[src/rtl/spi_slave_if.sv]
// SPI pin bundle plus tx/rx word handshake between spi_slave and its host logic.
interface spi_slave_if #(parameter int DATA_WIDTH = 8);
    logic                  sclk;
    logic                  cs;
    logic                  mosi;
    logic                  miso;
    logic [DATA_WIDTH-1:0] tx_data;
    logic                  tx_valid;
    logic                  tx_ready;
    logic [DATA_WIDTH-1:0] rx_data;
    logic                  rx_valid;
    logic                  tx_underrun;
    logic                  busy;

    modport slave (
        input  sclk, cs, mosi, tx_data, tx_valid,
        output miso, tx_ready, rx_data, rx_valid, tx_underrun, busy
    );
    modport master (
        output sclk, cs, mosi, tx_data, tx_valid,
        input  miso, tx_ready, rx_data, rx_valid, tx_underrun, busy
    );
endinterface

[src/rtl/spi_slave.sv]
// SPI mode-0 slave, MSB first, oversampling sclk/cs/mosi in the clk domain.
// One-entry tx buffer feeds the shift register; DEFAULT_TX is sent when it is empty.
module spi_slave #(
    parameter int                    DATA_WIDTH = 8,
    parameter logic [DATA_WIDTH-1:0] DEFAULT_TX = '0
) (
    input  logic       clk,
    input  logic       rst,
    spi_slave_if.slave bus
);
    localparam int CW = $clog2(DATA_WIDTH + 1);

    typedef enum logic [1:0] {WAIT_IDLE, IDLE, SHIFT} state_t;

    state_t                state;
    logic [2:0]            sclk_q;
    logic [2:0]            cs_q;
    logic [1:0]            mosi_q;
    logic                  primed;
    logic [DATA_WIDTH-1:0] sr;
    logic [DATA_WIDTH-1:0] rx_sr;
    logic [DATA_WIDTH-1:0] buf_data;
    logic [DATA_WIDTH-1:0] rx_data;
    logic [CW-1:0]         bitcnt;
    logic                  buf_full;
    logic                  rx_valid;
    logic                  tx_underrun;
    logic                  busy;

    logic                  sclk_rise, sclk_fall, cs_rise, cs_fall;
    logic                  load, tx_wr;
    logic [DATA_WIDTH-1:0] load_word;

    assign sclk_rise = sclk_q[1] & ~sclk_q[2];
    assign sclk_fall = ~sclk_q[1] & sclk_q[2];
    assign cs_rise   = cs_q[1] & ~cs_q[2];
    assign cs_fall   = ~cs_q[1] & cs_q[2];

    // A cs rise outranks any sclk edge seen in the same cycle.
    assign load = (state == IDLE && cs_fall) ||
                  (state == SHIFT && !cs_rise && sclk_fall && bitcnt == '0);
    assign load_word = buf_full ? buf_data : DEFAULT_TX;
    assign tx_wr     = bus.tx_valid & ~buf_full;

    assign bus.miso        = (state == SHIFT) & sr[DATA_WIDTH-1];
    assign bus.tx_ready    = ~buf_full;
    assign bus.rx_data     = rx_data;
    assign bus.rx_valid    = rx_valid;
    assign bus.tx_underrun = tx_underrun;
    assign bus.busy        = busy;

    always_ff @(posedge clk or posedge rst) begin
        if (rst) begin
            sclk_q      <= '0;
            cs_q        <= '1;
            mosi_q      <= '0;
            primed      <= 1'b0;
            state       <= WAIT_IDLE;
            sr          <= '0;
            rx_sr       <= '0;
            bitcnt      <= '0;
            buf_data    <= '0;
            buf_full    <= 1'b0;
            rx_data     <= '0;
            rx_valid    <= 1'b0;
            tx_underrun <= 1'b0;
            busy        <= 1'b0;
        end else begin
            sclk_q      <= {sclk_q[1:0], bus.sclk};
            cs_q        <= {cs_q[1:0], bus.cs};
            mosi_q      <= {mosi_q[0], bus.mosi};
            primed      <= 1'b1;
            busy        <= ~cs_q[1];
            rx_valid    <= 1'b0;
            tx_underrun <= 1'b0;
            case (state)
                // cs_q holds reset values until a real pin sample has arrived;
                // primed keeps a mid-frame reset from mistaking them for idle.
                WAIT_IDLE: if (primed && cs_q[1] && cs_q[0]) state <= IDLE;
                IDLE: begin
                    bitcnt <= '0;
                    if (cs_fall) state <= SHIFT;
                end
                SHIFT: begin
                    if (cs_rise) begin
                        state  <= IDLE;
                        bitcnt <= '0;
                    end else if (sclk_rise) begin
                        rx_sr <= {rx_sr[DATA_WIDTH-2:0], mosi_q[1]};
                        if (bitcnt == CW'(DATA_WIDTH - 1)) begin
                            rx_data  <= {rx_sr[DATA_WIDTH-2:0], mosi_q[1]};
                            rx_valid <= 1'b1;
                            bitcnt   <= '0;
                        end else begin
                            bitcnt <= bitcnt + CW'(1);
                        end
                    end else if (sclk_fall && bitcnt != '0) begin
                        sr <= sr << 1;
                    end
                end
                default: state <= WAIT_IDLE;
            endcase
            if (load) begin
                sr <= load_word;
                if (buf_full) buf_full    <= 1'b0;
                else          tx_underrun <= 1'b1;
            end
            // Mutually exclusive with the buffer-emptying load above via buf_full.
            if (tx_wr) begin
                buf_data <= bus.tx_data;
                buf_full <= 1'b1;
            end
        end
    end
endmodule

[src/flat_wrapper.sv]
// flat-port wrapper written by rule: the top's interface ports become plain ports
module spi_slave_flat 
#(
    parameter int                    DATA_WIDTH = 8,
    parameter logic [DATA_WIDTH-1:0] DEFAULT_TX = '0
)
  (clk, rst, bus_sclk, bus_cs, bus_mosi, bus_tx_data, bus_tx_valid, bus_miso, bus_tx_ready, bus_rx_data, bus_rx_valid, bus_tx_underrun, bus_busy);
  spi_slave_if #(.DATA_WIDTH(DATA_WIDTH)) bus_i ();
  input  logic clk;
  input  logic rst;
  input wire logic [$bits(bus_i.sclk)-1:0] bus_sclk;
  input wire logic [$bits(bus_i.cs)-1:0] bus_cs;
  input wire logic [$bits(bus_i.mosi)-1:0] bus_mosi;
  input wire logic [$bits(bus_i.tx_data)-1:0] bus_tx_data;
  input wire logic [$bits(bus_i.tx_valid)-1:0] bus_tx_valid;
  output wire logic [$bits(bus_i.miso)-1:0] bus_miso;
  output wire logic [$bits(bus_i.tx_ready)-1:0] bus_tx_ready;
  output wire logic [$bits(bus_i.rx_data)-1:0] bus_rx_data;
  output wire logic [$bits(bus_i.rx_valid)-1:0] bus_rx_valid;
  output wire logic [$bits(bus_i.tx_underrun)-1:0] bus_tx_underrun;
  output wire logic [$bits(bus_i.busy)-1:0] bus_busy;
  assign bus_i.sclk = bus_sclk;
  assign bus_i.cs = bus_cs;
  assign bus_i.mosi = bus_mosi;
  assign bus_i.tx_data = bus_tx_data;
  assign bus_i.tx_valid = bus_tx_valid;
  assign bus_miso = bus_i.miso;
  assign bus_tx_ready = bus_i.tx_ready;
  assign bus_rx_data = bus_i.rx_data;
  assign bus_rx_valid = bus_i.rx_valid;
  assign bus_tx_underrun = bus_i.tx_underrun;
  assign bus_busy = bus_i.busy;
  spi_slave #(.DATA_WIDTH(DATA_WIDTH), .DEFAULT_TX(DEFAULT_TX)) u_core (.clk(clk), .rst(rst), .bus(bus_i));
endmodule
[config.mk]
export PLATFORM = sky130hd
export DESIGN_NAME = spi_slave_flat
export DESIGN_NICKNAME = d
export VERILOG_FILES = /design/src/rtl/spi_slave_if.sv /design/src/rtl/spi_slave.sv /design/src/flat_wrapper.sv
export SDC_FILE = /design/constraint.sdc
export NUM_CORES = 1
export LEC_CHECK = 0
export BUFFER_PORTS_ARGS = -buffer_cell sky130_fd_sc_hd__buf_2
export CAP_MARGIN = 20
export CORE_MARGIN = 8
export CORE_UTILIZATION = 50
export DETAILED_ROUTE_END_ITERATION = 12
export PLACE_DENSITY = 0.71
export SYNTH_ARGS = -nofsm -noshare
export SYNTH_HDL_FRONTEND = slang
export SYNTH_SLANG_ARGS = --single-unit
export TNS_END_PERCENT = 5
[constraint.sdc]
create_clock -name clk -period 2.8 [get_ports clk]
set_input_delay 0.56 -clock clk [delete_from_list [all_inputs] [get_ports clk]]
set_output_delay 0.56 -clock clk [all_outputs]
set_load 0.1 [all_outputs]
==> results.cfg <==
[clock_tree]
cts_resized = 0
ctsHoldBuffers = 0
cts_tree = yes
insertion_delay_ns = 0.31
cts_buffer_depth = 2
post_cts_buffers = 0
htreeDepth = 2
cts_buffers = 5
clkTransAtPathRegs_ns = 0.10
clock-root-buffer = clkbuf_8
cts_sinks = 50

[sta]
max_freq_mhz = 419
holdWs_ns = 0.209
maxSlewViolCount = 0
hold_viol_final = 0
fin_crit_sh = 0.852
rsz0062_at_grt = no
setup_violations = 0
period_needed_ns = 2.38
worst_pin_slew_ns = 0.685
skew_ns = 0.0130
relSlewSlack = 0.543
finalSetupTns_ns = 0

[pwr]
p_sw_frac = 0.337
p_int_uw = 1380
vdd_drop_max_mv = 0.517
p_per_area_mw_per_mm2 = 856
switchingPower_uw = 702
p_leak_uw = 0.00121
combPwrFrac = 0.276
seq_power_share = 0.480
p_clk_frac = 0.244

[yosys]
ys_ff_latch = 50
synth_most_common_cell = dfrtp_1
yosys_warnings = 0
ys_seq_area_frac = 0.583
synth_top_area_share = 0.546
ys.flop_type = dfrtp_1
yosys.area.top_type = dfrtp_1
synth_fp_nets = 190
yosys-top-cells-count = dfrtp_1, mux2_2, nand2_1
synth_edf_count = 0
netlist_area_mm2 = 0.00215
yosysUniqueCellTypes = 39
ys_async_sr_fraction = 1.00
synth.avg_cell_area_um2 = 12.7
synth.area.top_cells = dfrtp_1, mux2_2, mux2_4
synthCells = 170

[drt]
drtAntennaViolNets = 0
via_count = 1346
drcViolationCount = 0
vias_per_cell = 5.36
drt-pass1-iter-count = 4
drtIter0Drc = 55
post_drt_wl_per_cell_um = 14.6
wl_um = 3650

[hold_path]
hold_class = input pin to async pin

[critical_path]
r2r-end = u_core.sr[7]$_DFFE_PP0P_
worst_setup_path_end_kind = output pin
critPathKind = register to output pin
cp_max_fo = 11
worstPathArrival_ns = 1.82
required_ns = 2.24
worst_r2r_startpoint = u_core.state[0]$_DFFE_PP0P_
ff2ff_path_depth = 6
cp-start-kind = register
r2r_slack_ns = 0.94

[floorplanning]
io_pins = 27
dieArea_mm2 = 0.00666
num_rows = 24
core_mm2 = 0.00426
die_x_um = 81.6
die_h_um = 81.6
start_util = 0.505

[cells_and_area]
syn_to_final_growth_pct = 13.0
drive_gt1_frac = 0.347
n_antenna_cell = 0
nets = 218
fillers = 364

[global_routing]
met3_usage = 0.0449
grt_use_met1 = 0.147
antenna_found_initial = 0
busiest_layer = met2
grt_use_total = 0.122
overflow = 0
grt_pass1_vias = 1356
grt_pass1_wl_um = 6260
use_met2 = 0.192
grt_max_degree = 51

[placement]
io_buffers = 26
gp_congestion = 0.774
dpl.hpwl_um = 2630

[run_status]
status = complete, no violations

[run]
maxCapViolCount = 0
-- cells by family (layout without fill, tap and decap cells) --
family | Yosys count | in the layout | synth area share
adders and majority gates | 6 | 6 | 0.0349
other | 1 | 1 | 0.00174
buffers and inverters | 17 | 46 | 0.0418
DFF | 50 | 50 | 0.583
muxes | 23 | 23 | 0.134
AOI/OAI and AO/OA | 23 | 23 | 0.0738
and+or+nand+nor | 50 | 50 | 0.131
-- routing by layer --
| metal | wire [µm] | share of wire |
|---|---|---|
| met3 | 194 | 0.053 |
| met4 | 77 | 0.021 |
| met5 | 0 | 0 |
| met1 | 1650 | 0.45 |
| met2 | 1730 | 0.47 |
-- worst max-delay path by stage --
stage / startpoint / to / slack, ns / depth (start not counted)
floorplan: u_core.state[0]$_DFFE_PP0P_ / bus_miso / 0.72 / 4
global placement: u_core.state[0]$_DFFE_PP0P_ / bus_miso / 0.81 / 4
detailed placement: u_core.state[0]$_DFFE_PP0P_ / bus_miso / 0.74 / 4
CTS: u_core.state[0]$_DFFE_PP0P_ / bus_miso / 0.40 / 4
global route: u_core.state[0]$_DFFE_PP0P_ / bus_miso / 0.26 / 4
finish: u_core.state[0]$_DFFE_PP0P_ / bus_miso / 0.42 / 4
-- state kept, by name, indices dropped and copies added, names as in the netlist --
register	cells
u_core.bus.tx_underrun	1
u_core.bus.busy	1
u_core.sclk_q	3
u_core.sr	8
u_core.rx_sr	7
u_core.buf_data	8
u_core.state	2
u_core.cs_q	3
u_core.bus.rx_data	8
u_core.mosi_q	2
u_core.bitcnt	4
u_core.primed	1
u_core.bus.rx_valid	1
u_core.buf_full	1
-- power by group through the flow --
stage / clock [µW] / sequential, µW / combinational, µW
after CTS: 523 / 1000 / 578
after floorplan: 0 / 983 / 496
final: 508 / 1000 / 576
after global placement: 0 / 1000 / 549
after detailed placement: 0 / 1010 / 578
after global routing: 561 / 1020 / 644
-- worst max-delay path: stages, from the launching register on --
cell and delay [ns]:
dfrtp_1 0.42, inv_1 0.11, ha_1 0.39, and2_1 0.18, buf_2 0.42
-- placed cells by master, fill, tap and decap left out, types with 2 or more instances in the layout --
cell type / n
nand3_1: 10
and3b_1: 2
o31ai_1: 2
nor2_1: 11
mux2_2: 15
nand2b_1: 2
mux2_4: 8
ha_1: 6
a31oi_1: 8
o21ai_0: 4
dfrtp_1: 47
dfstp_2: 3
buf_2: 26
nand2_1: 12
clkbuf_8: 5
clkinvlp_4: 2
and2b_1: 2
inv_1: 10
-- area by class of cell --
type / count / area [µm²] / area share
tap: 52 / 65.1 / 0.0267
inverter: 11 / 41.3 / 0.0170
sequential: 50 / 1250 / 0.516
clock buffer: 5 / 68.8 / 0.0283
clock inverter: 3 / 45.0 / 0.0185
timing repair buffer: 27 / 150 / 0.0617
multi-input combinational: 103 / 808 / 0.332
-- per-stage QoR --
step / total power (µW) / worst slack [ns] / instances / util / cell area [µm²]
detailed placement: 1590 / 0.742 / 242 / 0.539 / 2300
CTS: 2100 / 0.397 / 250 / 0.566 / 2410
global placement: 1550 / 0.807 / 242 / 0.539 / 2300
finish: 2080 / 0.416 / 251 / 0.571 / 2430
global route: 2230 / 0.260 / 251 / 0.571 / 2430
floorplan: 1480 / 0.719 / 170 / - / 2150
(Power assumes the default switching activity.)
